<file path="src/rtl/fetch_pkg.sv">
// Shared types and defaults for the instruction-fetch stage.
package fetch_pkg;

  typedef enum logic [1:0] {
    BOOT = 2'd0,
    RUN  = 2'd1,
    HALT = 2'd2
  } fetch_state_t;

  localparam logic [31:0] FETCH_NOP      = 32'h0000_0000;
  localparam logic [31:0] FETCH_RESET_PC = 32'h0000_0000;

endpackage

</file>
<file path="src/rtl/fetch_unit_pc_reg.sv">
// Program counter register: load beats hold beats increment.
module pc_reg #(
  parameter int unsigned          BIT_ADDR = 32,
  parameter logic [BIT_ADDR-1:0]  RESET_PC = '0,
  parameter logic [BIT_ADDR-1:0]  PC_STEP  = BIT_ADDR'(1)
) (
  input  logic                clk,
  input  logic                rst,
  input  logic                load,
  input  logic [BIT_ADDR-1:0] load_val,
  input  logic                hold,
  output logic [BIT_ADDR-1:0] pc
);

  always_ff @(posedge clk or negedge rst) begin
    if (!rst) begin
      pc <= RESET_PC;
    end else if (load) begin
      pc <= load_val;
    end else if (!hold) begin
      pc <= pc + PC_STEP;
    end
  end

endmodule

</file>
<file path="src/rtl/fetch_unit.sv">
// Fetch stage: owns the PC, captures the combinational
// instruction word into IF/ID, handles stall/redirect/halt.
module fetch_unit
  import fetch_pkg::*;
#(
  parameter int unsigned          BIT_ADDR = 32,
  parameter int unsigned          BIT_DATO = 32,
  parameter logic [BIT_ADDR-1:0]  RESET_PC = BIT_ADDR'(FETCH_RESET_PC),
  parameter logic [BIT_ADDR-1:0]  PC_STEP  = BIT_ADDR'(1),
  parameter logic [BIT_DATO-1:0]  NOP_INS  = BIT_DATO'(FETCH_NOP)
) (
  input  logic                clk,
  input  logic                rst,
  input  logic                stall,
  input  logic                redirect,
  input  logic [BIT_ADDR-1:0] redirect_pc,
  input  logic                halt_req,
  input  logic                restart,
  input  logic [BIT_DATO-1:0] ins_in,
  output logic [BIT_ADDR-1:0] pc_out,
  output logic [BIT_DATO-1:0] if_id_ins,
  output logic [BIT_ADDR-1:0] if_id_pc,
  output logic                if_id_valid,
  output logic                halted,
  output logic [31:0]         fetch_count
);

  fetch_state_t          state;
  logic                  pc_load;
  logic                  pc_hold;
  logic [BIT_ADDR-1:0]   pc_load_val;

  pc_reg #(
    .BIT_ADDR (BIT_ADDR),
    .RESET_PC (RESET_PC),
    .PC_STEP  (PC_STEP)
  ) u_pc (
    .clk      (clk),
    .rst      (rst),
    .load     (pc_load),
    .load_val (pc_load_val),
    .hold     (pc_hold),
    .pc       (pc_out)
  );

  // PC only advances on a real capture in RUN
  always_comb begin
    pc_load     = 1'b0;
    pc_hold     = 1'b1;
    pc_load_val = redirect_pc;
    unique case (state)
      RUN: begin
        if (redirect) begin
          pc_load = 1'b1;
        end else if (!halt_req && !stall) begin
          pc_hold = 1'b0;
        end
      end
      HALT: begin
        if (restart) begin
          pc_load     = 1'b1;
          pc_load_val = RESET_PC;
        end
      end
      default: ;
    endcase
  end

  always_ff @(posedge clk or negedge rst) begin
    if (!rst) begin
      state       <= BOOT;
      if_id_ins   <= NOP_INS;
      if_id_pc    <= '0;
      if_id_valid <= 1'b0;
      halted      <= 1'b0;
      fetch_count <= '0;
    end else begin
      unique case (state)
        BOOT: begin
          state       <= RUN;
          if_id_valid <= 1'b0;
        end
        RUN: begin
          if (redirect) begin
            if_id_valid <= 1'b0;
            if_id_ins   <= NOP_INS;
          end else if (halt_req) begin
            if_id_valid <= 1'b0;
            halted      <= 1'b1;
            state       <= HALT;
          end else if (!stall) begin
            if_id_ins   <= ins_in;
            if_id_pc    <= pc_out;
            if_id_valid <= 1'b1;
            if (fetch_count != '1) begin
              fetch_count <= fetch_count + 32'd1;
            end
          end
        end
        HALT: begin
          if_id_valid <= 1'b0;
          if (restart) begin
            halted <= 1'b0;
            state  <= BOOT;
          end
        end
        default: state <= BOOT;
      endcase
    end
  end

endmodule

</file>
<file path="config.mk">
export PLATFORM = sky130hd
export DESIGN_NAME = fetch_unit
export DESIGN_NICKNAME = d
export VERILOG_FILES = /design/src/rtl/fetch_pkg.sv /design/src/rtl/fetch_unit_pc_reg.sv /design/src/rtl/fetch_unit.sv
export SDC_FILE = /design/constraint.sdc
export NUM_CORES = 1
export LEC_CHECK = 0
export CORE_UTILIZATION = 40
export CTS_BUF_LIST = sky130_fd_sc_hd__clkbuf_8 sky130_fd_sc_hd__clkbuf_16
export DETAILED_ROUTE_END_ITERATION = 10
export PLACE_DENSITY = 0.75
export SLEW_MARGIN = 20
export SYNTH_ARGS = -nofsm -noshare
export SYNTH_HDL_FRONTEND = slang
export SYNTH_SLANG_ARGS = --single-unit
</file>
<file path="constraint.sdc">
create_clock -name clk -period 3.2 [get_ports clk]
set_input_delay 0.48 -clock clk [delete_from_list [all_inputs] [get_ports clk]]
set_output_delay 0.48 -clock clk [all_outputs]
set_load 0.01 [all_outputs]
</file>
* After elaboration in Yosys (flattened, before gate mapping)
Index checks and enable logic that the tools add are counted.
** Word-level totals
- Flip-flop bits (word level) :: 132
- Input bits :: 70
- Output and inout bits :: 130
- Word-level logic and storage cells :: 60
** Cells by class
- $add $sub $neg :: 2
- Equal/unequal tests :: 10
- Mux-type cells :: 25
- Bitwise operators :: 3
- Reduce and logical (&&, ||, !) cells :: 13
** Operator list (number)
- 32-bit two-way mux :: 7
- 32-bit by 1-bit adder with 32-bit output, second input constant :: 2
- 32-bit inequality test, second input constant :: 1
- 1-bit two-way mux :: 11
- 2-bit inequality test, second input constant :: 5
- 4-bit AND reduction :: 2
- 2-bit two-way mux :: 3
- 1-bit one-hot mux with 2 select lines :: 3
- 2-bit one-hot mux with 3 select lines :: 1
- 3-bit AND reduction :: 2
- 5-bit AND reduction :: 1
- 4-bit inequality test, second input constant :: 1
- 2-bit nonzero test :: 2
- 1-bit NOT :: 3
- 2-bit by 1-bit equality test with 1-bit output, second input constant :: 1
- 2-bit equality test, second input constant :: 1
- 1-bit logical NOT :: 2
- 2-bit logical NOT :: 1
- 2-bit by 1-bit inequality test with 1-bit output, second input constant :: 1
- 2-bit AND reduction :: 1
- 2-bit OR reduction :: 1
- 1-bit logical AND :: 1

* Longest topological paths before layout
Gate-level depths: netlist of run 1.
- Word-level depth :: 7
- Gate-level depth with buffers :: 9

* Hierarchy
A second synthesis of run 1 with hierarchy kept.
** Unflattened totals
- Cell total of the unflattened synthesis :: 635
- Area total of the unflattened synthesis :: 6303.5 µm²
** Modules (own cells, without submodules)
- fetch_unit :: times used 1, cells an instance 418, area an instance 4395.5 µm²
- pc_reg :: times used 1, cells an instance 217, area an instance 1908.1 µm²

* Least setup slack after synthesis of run 1
OpenSTA, ideal clock, no wires.
- Kind :: reg2reg
- Start point :: reg state[1]
- End point :: reg fetch_count[30]
- Library setup time :: 0.119 ns
- Arrival time :: 2.342 ns
- Setup slack :: 0.739 ns
- Stages on the path, launching flop included :: 9
- Buffers on the path :: 1
- Period minus slack after synthesis :: 2.461 ns
- Cell sequence :: dfrtp_1 inv_1 ha_1 or4b_1 buf_2 nor4_4 nand3_2 or4_1 and2_1
** On the way
- Word-level cells in the longest chain between the ends :: 2
** RTL lines
- start: declaration :: line fetch_unit.sv:28 : fetch_state_t state;
- start signal: assignment :: line fetch_unit.sv:71 : state <= BOOT;
- start signal: assignment :: line fetch_unit.sv:80 : state <= RUN;
- start signal: assignment :: line fetch_unit.sv:90 : state <= HALT;
- 2-bit by 1-bit equality test with 1-bit output :: line fetch_unit.sv:78 : unique case (state)
- 5-bit AND reduction (no source line)
- end signal: assignment :: line fetch_unit.sv:96 : fetch_count <= fetch_count + 32'd1;
- end: declaration :: line fetch_unit.sv:25 : output logic [31:0] fetch_count
Every way passes these cells.
A chain may end at the register's enable or synchronous reset.

* Worst setup path in the final report of run 1
Same ends and word-level chain as after synthesis.

==> results.cfg, run 1 <==
[pwr]
p_total_mw = 7.09
cell_internal_pwr_mw = 4.79
pwr-share-seq_pct = 36.7
leakagePower_nw = 4.02
p_sw_share_pct = 32.4
power.density_nw_per_um2 = 771
p_comb_share_pct = 33.8
power.switching_mw = 2.30
clock_power_share_pct = 29.5
peakVddDrop_mv = 0.486

[die]
die_h_um = 127
ioPinCount = 200
rows = 45
die_w_um = 127
start_util_pct = 41.0
fp.dieArea_um2 = 16200
core_um2 = 15300

[synth]
synthArstFlopShare_pct = 100
ys_ff_latch = 132
synth_area_um2 = 6260
synth_flop_cell = dfrtp_1
postSynthAreaPerCell_um2 = 9.62
yosysWarnings = 0
ys_types = 49
ys_top_cells_by_area = dfrtp_1 (53%), nand2_1 (8.9%), a22o_1 (4.9%), a21oi_1 (3.8%), xnor2_1 (3.4%)
synth_top_area_share_pct = 52.7
syn_inst = 651
ys_seq_area_share_pct = 52.7
syn_nets = 729
synth-edff-count = 0
yosysTopAreaCell = dfrtp_1

[clock_network]
clk_path_buf_depth = 2
cts_inserted_buffers = 17
insertion_delay_ns = 0.42
ctsHoldBuffers = 0
cts_setup_buffers = 0
ctsResizeCount = 0
cts.sinks = 132
cts.clk_slew.worst_paths_ns = 0.06
h-tree-depth = 4
root_buffer = clkbuf_16
tritoncts = done

[status]
outcome = finished, final reports clean

[placement]
dpl.hpwl_um = 12600
dpl_worst_slack_ns = 0.295
portBuffers = 199
place_area_um2 = 8560
gp_congestion = 0.861

[routing]
first_pass_iters = 7
ant_nets = 0
vias = 5861
drt_iter0_drc = 473
wire_per_inst_um = 17.1
drc = 0
totalWireLength_um = 18400
vias_per_cell = 5.43

[sta]
timing.final.crit_period_ns = 2.63
finalSetupTns_ns = 0
min_period_over_period_pct = 82.2
relSlewSlack_pct = 52.2
setup_violations = 0
finalWorstSetupSlack_ns = 0.569
max_slew.worst_pin.slew_ns = 0.717
slew_violations = 0
max_freq_ghz = 0.380
holdWs_ns = 0.0344
fin_worst_skew_ns = 0.00739
rsz0062_at_grt = false
hold_viol_final = 0

[layout]
design_area_um2 = 9200
layout_common_cells = clkdlybuf4s50_1 (198), nand2_1 (148), dfrtp_1 (132), a21oi_1 (47), a22o_1 (35)
area_growth_pct = 46.9
mostFrequentLayoutCell = clkdlybuf4s50_1
fin_nets = 933
layout-drive-gt1-share_pct = 7.60
n_antenna_cell = 0

[worst_setup_path]
crit_required_ns = 3.52
reg2reg_to = fetch_count[30]
critPathKind = reg2reg
r2r_slack_ns = 0.57
worstPathArrival_ns = 2.95
rr_startpoint = state[1]
cp-end-kind = flop
critPathMaxFanout = 6
worstRegToRegCells = 7
cp-start-kind = flop

[global_routing]
grt_usage_pct = 23.6
grt_overflow = 0
grt_pass1_wl_um = 29700
grt_max_degree = 65
antenna_found_initial = 0
grt_pass1_vias = 5674

[hold_path]
hp-class = in2async

[run]
max_cap_viol_count = 0
[worst max-delay path by stage]
stage	from	endpoint	slack, ns
after CTS	state[1]	fetch_count[30]	0.55
after floorplan	state[1]	fetch_count[30]	0.74
final	state[1]	fetch_count[30]	0.57
after global placement	stall	fetch_count[30]	0.32
after detailed placement	stall	fetch_count[30]	0.30
after global routing	state[1]	u_pc.pc[15]	0.39
[routing by layer]
| layer | share of wire [%] | vias up | track usage (%) |
|---|---|---|---|
| met5 | 0 | - | 0 |
| met4 | 1.2 | 0 | 6.58 |
| met3 | 7.2 | 25 | 6.11 |
| met2 | 47 | 240 | 38.4 |
| met1 | 44 | 2859 | 31.1 |
| li1 | - | 2737 | - |
[power by group through the flow]
stage	logic (mW)	clock network, mW	registers, mW
final	2.39	2.09	2.60
after global routing	2.60	2.20	2.67
after CTS	2.41	2.12	2.60
after detailed placement	2.39	0	2.62
after global placement	2.37	0	2.61
after floorplan	0.867	0	2.72
[cells in the mapped netlist (all sizes together) (5+ instances only)]
| cell type | count |
|---|---|
| a21o | 5 |
| a21oi | 47 |
| a22o | 35 |
| a2bb2oi | 7 |
| a31oi | 5 |
| and2 | 11 |
| and3 | 16 |
| and4 | 7 |
| clkbuf | 29 |
| dfrtp | 132 |
| ha | 8 |
| inv | 6 |
| mux2 | 5 |
| nand2 | 148 |
| nand3 | 32 |
| nand4 | 20 |
| nor2 | 23 |
| nor3 | 13 |
| nor4 | 11 |
| o21ai | 27 |
| xnor2 | 24 |
[logic make-up (layout without fill, tap and decap cells)]
family	Yosys count	count (layout)	share of synthesized area, %
AOI/OAI and AO/OA	147	147	15.8
and+or+nand+nor	290	290	22.4
DFF	132	132	52.7
muxes	7	7	1.22
adders and majority gates	8	8	1.60
buffers and inverters	39	256	2.38
xor gates and xnor gates	28	28	3.92
[worst max-delay path: stages (launching register included)]
cell and delay [ns]:
dfrtp_1 0.40, inv_1 0.14, ha_1 0.21, or4b_2 0.65
nor4_4 0.31, nand3_2 0.16, or4_1 0.50, and2_1 0.16
[final cells by class]
cell class | instances | area, µm²
Clock buffer | 19 | 453
Inverter | 6 | 22.5
Timing Repair Buffer | 218 | 2150
Multi-Input combinational cell | 480 | 2820
Sequential cell | 132 | 3300
Clock inverter | 13 | 183
Tap cell | 211 | 264
Fill cell | 1312 | 6060
[stage by stage]
stage / util [%] / instances
after floorplan: - / 651
after global placement: 56.1 / 1047
after detailed placement: 56.1 / 1047
after CTS: 60.3 / 1079
after global routing: 60.3 / 1079
final: 60.3 / 1079
Note: power is estimated with default switching activity, not from simulation.
==> run 2: changes to the inputs <==
==> constraint.sdc (replaced) <==
create_clock -name clk -period 2.7 [get_ports clk]
set_input_delay 0.405 -clock clk [delete_from_list [all_inputs] [get_ports clk]]
set_output_delay 0.405 -clock clk [all_outputs]
set_load 0.01 [all_outputs]
==> results.cfg, run 2 (synthesized netlist as in run 1, its figures left out) <==
[status]
outcome = finished, final reports clean

[pwr]
power.density_nw_per_um2 = 907
peakVddDrop_mv = 0.542
p_total_mw = 8.42
leakagePower_nw = 4.07

[worst_setup_path]
worstPathCellList = inv_1, ha_1, or4b_2, nor4_4, nand3_2, or4_1, and2_1
cp-start-kind = flop
cp-end-kind = flop
cp_top_family = simple AND/OR/NAND/NOR gates
critPathKind = reg2reg
slowest_stage = or4b_2
critPathMaxFanout = 3
cp_slowest_stage_delay_ns = 0.68
crit_buf_inv = 1
worstPathArrival_ns = 2.84
crit_required_ns = 3.01

[routing]
first_pass_iters = 7
wl_met2_um = 8570
vias_per_cell = 5.39
wire_per_inst_um = 16.7
vias = 5883
ant_nets = 0
totalWireLength_um = 18200
drc = 0
m1WireLength_um = 7990
wl_met3_um = 1330
top_layer = met4
drt_iter0_drc = 462

[sta]
setup_violations = 0
max_freq_ghz = 0.395
finalWorstSetupSlack_ns = 0.171
rsz0062_at_grt = false
finalSetupTns_ns = 0
min_period_over_period_pct = 93.7
holdWs_ns = 0.473
relSlewSlack_pct = 63.7
hold_viol_final = 0
max_slew.worst_pin.slew_ns = 0.544
fin_worst_skew_ns = 0.00577
timing.final.crit_period_ns = 2.53
slew_violations = 0

[clock_network]
insertion_delay_ns = 0.42
cts.clk_slew.worst_paths_ns = 0.06
cts_inserted_buffers = 17
h-tree-depth = 4
root_buffer = clkbuf_16
cts_setup_buffers = 0
cts.sinks = 132
tritoncts = done
clk_path_buf_depth = 2

[die]
start_util_pct = 41.0
ioPinCount = 200
die_w_um = 127
core_um2 = 15300
fp.dieArea_um2 = 16200
rows = 45
die_h_um = 127

[global_routing]
grt_pass1_vias = 5667
antenna_found_initial = 0
grt_pass1_wl_um = 29500
grt_overflow = 0
grt_usage_pct = 23.4
grt_max_degree = 62

[layout]
multi_input_area_um2 = 2830
mostFrequentLayoutCell = clkdlybuf4s50_1
fin_util_pct = 60.9
area_growth_pct = 48.3
instances_no_fill = 1091
n_fill_cell = 1277
ff_latch_area_um2 = 3300
design_area_um2 = 9290
n_antenna_cell = 0
layout_common_cells = clkdlybuf4s50_1 (198), nand2_1 (148), dfrtp_1 (132), a21oi_1 (47), a22o_1 (35)
layout-drive-gt1-share_pct = 8.86
fin_nets = 946

[placement]
gp_congestion = 0.894
place_inst = 1059
dpl_worst_slack_ns = -0.123
portBuffers = 199
place_area_um2 = 8640
dpl.hpwl_um = 12700

[run]
max_cap_viol_count = 0

[hold_path]
hp-class = reg2reg
run 2: final cells by class:
| class | instances | area share, % |
|---|---|---|
| Timing Repair Buffer | 231 | 24.1 |
| Clock buffer | 19 | 4.88 |
| Tap cell | 211 | 2.84 |
| Clock inverter | 12 | 1.93 |
| Multi-Input combinational cell | 480 | 30.4 |
| Sequential cell | 132 | 35.6 |
| Inverter | 6 | 0.242 |
run 2: worst min-delay path: stages (launching register included):
cell and delay [ns]:
dfrtp_1 0.34, nand2_1 0.05, nand2_1 0.05
run 2: report_power, final:
group	internal [mW]	total, mW	switching, mW	leakage (nW)
clock network	1.59	2.46	0.866	0.301
registers	2.54	3.07	0.531	1.79
logic	1.59	2.89	1.30	1.98
total	5.72	8.42	2.70	4.07
run 2: path summary, 6_finish.rpt:
check	from	endpoint	slack, ns	cells past startpoint
min in group asynchronous	rst	fetch_count[14]	0.53	2
worst max-delay path	state[1]	fetch_count[30]	0.17	7
worst max register to register	state[1]	fetch_count[30]	0.17	7
worst min-delay path	if_id_pc[27]	if_id_pc[27]	0.47	2
max in group asynchronous	rst	if_id_pc[3]	1.40	3
worst min register to register	if_id_pc[27]	if_id_pc[27]	0.47	2
run 2: routing by layer:
| layer | vias up | global-route usage (%) |
|---|---|---|
| li1 | 2757 | - |
| met1 | 2841 | 30.7 |
| met2 | 262 | 37.3 |
| met3 | 23 | 5.74 |
| met4 | 0 | 9.17 |
| met5 | - | 0 |
run 2: timing repair:
action / 4_1_cts / 5_1_grt
resized for setup: 0 / 2
endpoints found under the setup margin: 0 / 1
hold endpoints to repair: 58 / 0
hold buffers: 1 / 0
==> run 3: changes to the inputs <==
--- a/config.mk
+++ b/config.mk
@@ -5,9 +5,11 @@
 export SDC_FILE = /design/constraint.sdc
 export NUM_CORES = 1
 export LEC_CHECK = 0
+export CORE_MARGIN = 3
 export CORE_UTILIZATION = 40
 export CTS_BUF_LIST = sky130_fd_sc_hd__clkbuf_8 sky130_fd_sc_hd__clkbuf_16
 export DETAILED_ROUTE_END_ITERATION = 10
+export HOLD_SLACK_MARGIN = 0.03
 export PLACE_DENSITY = 0.75
 export SLEW_MARGIN = 20
 export SYNTH_ARGS = -nofsm -noshare
==> constraint.sdc (replaced) <==
create_clock -name clk -period 3.25 [get_ports clk]
set_input_delay 0.4875 -clock clk [delete_from_list [all_inputs] [get_ports clk]]
set_output_delay 0.4875 -clock clk [all_outputs]
set_load 0.01 [all_outputs]
==> results.cfg, run 3 (synthesized netlist as in run 1, its figures left out) <==
[routing]
vias_per_cell = 5.35
wire_per_inst_um = 17.1
wl_met3_um = 1470
drt_iter0_drc = 477
vias = 5771
top_layer = met4
ant_nets = 0
drc = 0
wl_met2_um = 8330
m1WireLength_um = 8350
first_pass_iters = 8
totalWireLength_um = 18400

[die]
die_h_um = 131
fp.dieArea_um2 = 17200
die_w_um = 131
rows = 45
core_um2 = 15300
ioPinCount = 200
start_util_pct = 41.0

[worst_setup_path]
critPathMaxFanout = 6
critPathKind = reg2reg
rr_startpoint = state[1]
worstPathArrival_ns = 2.97
cp-end-kind = flop
cp-start-kind = flop
r2r_slack_ns = 0.58
crit_required_ns = 3.56
worstRegToRegCells = 7
reg2reg_to = fetch_count[30]

[layout]
layout-drive-gt1-share_pct = 7.37
design_area_um2 = 9230
n_fill_cell = 1287
layout_common_cells = clkdlybuf4s50_1 (198), nand2_1 (148), dfrtp_1 (132), a21oi_1 (47), a22o_1 (35)
mostFrequentLayoutCell = clkdlybuf4s50_1
fin_nets = 933
area_growth_pct = 47.4
instances_no_fill = 1079
n_antenna_cell = 0

[sta]
relSlewSlack_pct = 57.5
timing.final.crit_period_ns = 2.67
setup_violations = 0
max_freq_ghz = 0.375
finalSetupTns_ns = 0
fin_worst_skew_ns = 0.00757
hold_viol_final = 0
slew_violations = 0
min_period_over_period_pct = 82.1
rsz0062_at_grt = false
max_slew.worst_pin.slew_ns = 0.637

[clock_network]
ctsHoldBuffers = 0
cts_setup_buffers = 0
h-tree-depth = 4
cts.clk_slew.worst_paths_ns = 0.06
ctsResizeCount = 0
cts.sinks = 132
insertion_delay_ns = 0.42
clk_path_buf_depth = 2
cts_inserted_buffers = 17
root_buffer = clkbuf_16
tritoncts = done

[placement]
place_area_um2 = 8570
gp_congestion = 0.853
portBuffers = 199
place_inst = 1047
dpl.hpwl_um = 12700

[global_routing]
grt_overflow = 0
grt_pass1_vias = 5693
grt_max_degree = 67
antenna_found_initial = 0
grt_pass1_wl_um = 30100
grt_usage_pct = 21.4

[pwr]
power.density_nw_per_um2 = 764
leakagePower_nw = 4.04
peakVddDrop_mv = 0.453

[status]
outcome = finished, final reports clean

[hold_path]
hp-class = in2async

[run]
max_cap_viol_count = 0
==> run 3: worst max-delay path by stage <==
stage	start	end
after floorplan	state[1]	fetch_count[30]
after global placement	stall	fetch_count[30]
after detailed placement	stall	fetch_count[30]
after CTS	state[1]	fetch_count[30]
after global routing	state[1]	u_pc.pc[15]
final	state[1]	fetch_count[30]
==> run 3: cell type report <==
cell class	instances	area (µm²)	share of cell area [%]
inverters	6	22.5	0.244
clock inverters	11	180	1.95
well taps	211	264	2.86
flip-flops and latches	132	3300	35.8
clock buffers	21	480	5.20
repair buffers	218	2160	23.4
multi-input cells	480	2820	30.6
==> run 3: through the flow <==
stage                     hold slack [ns]  setup WS, ns  power, mW  util, %
final                              0.0598         0.581       7.05     60.5
after detailed placement            0.461         0.341       4.93     56.2
after CTS                          0.0850         0.597       7.10     60.5
after global routing                0.103         0.425       7.43     60.5
after global placement              0.460         0.373       4.90     56.2
after floorplan                     0.192         0.789       3.53        -
==> run 3: per-layer routing <==
metal / global-route usage [%] / vias up
met5: 0 / -
met3: 6.28 / 30
met2: 32.5 / 252
li1: - / 2743
met1: 30.0 / 2746
met4: 6.13 / 0
==> run 3: power breakdown <==
part	internal [mW]	total, mW	leakage (nW)	switching [mW]
Sequential	2.11	2.57	1.79	0.455
Combinational	1.29	2.35	1.92	1.07
Clock	1.43	2.13	0.331	0.698
==> run 3: critical path: stages (launching register included) <==
cell     delay [ns]
dfrtp_1        0.41
inv_1          0.15
ha_1           0.21
or4b_2         0.67
nor4_4         0.31
nand3_2        0.16
or4_1          0.49
and2_1         0.16
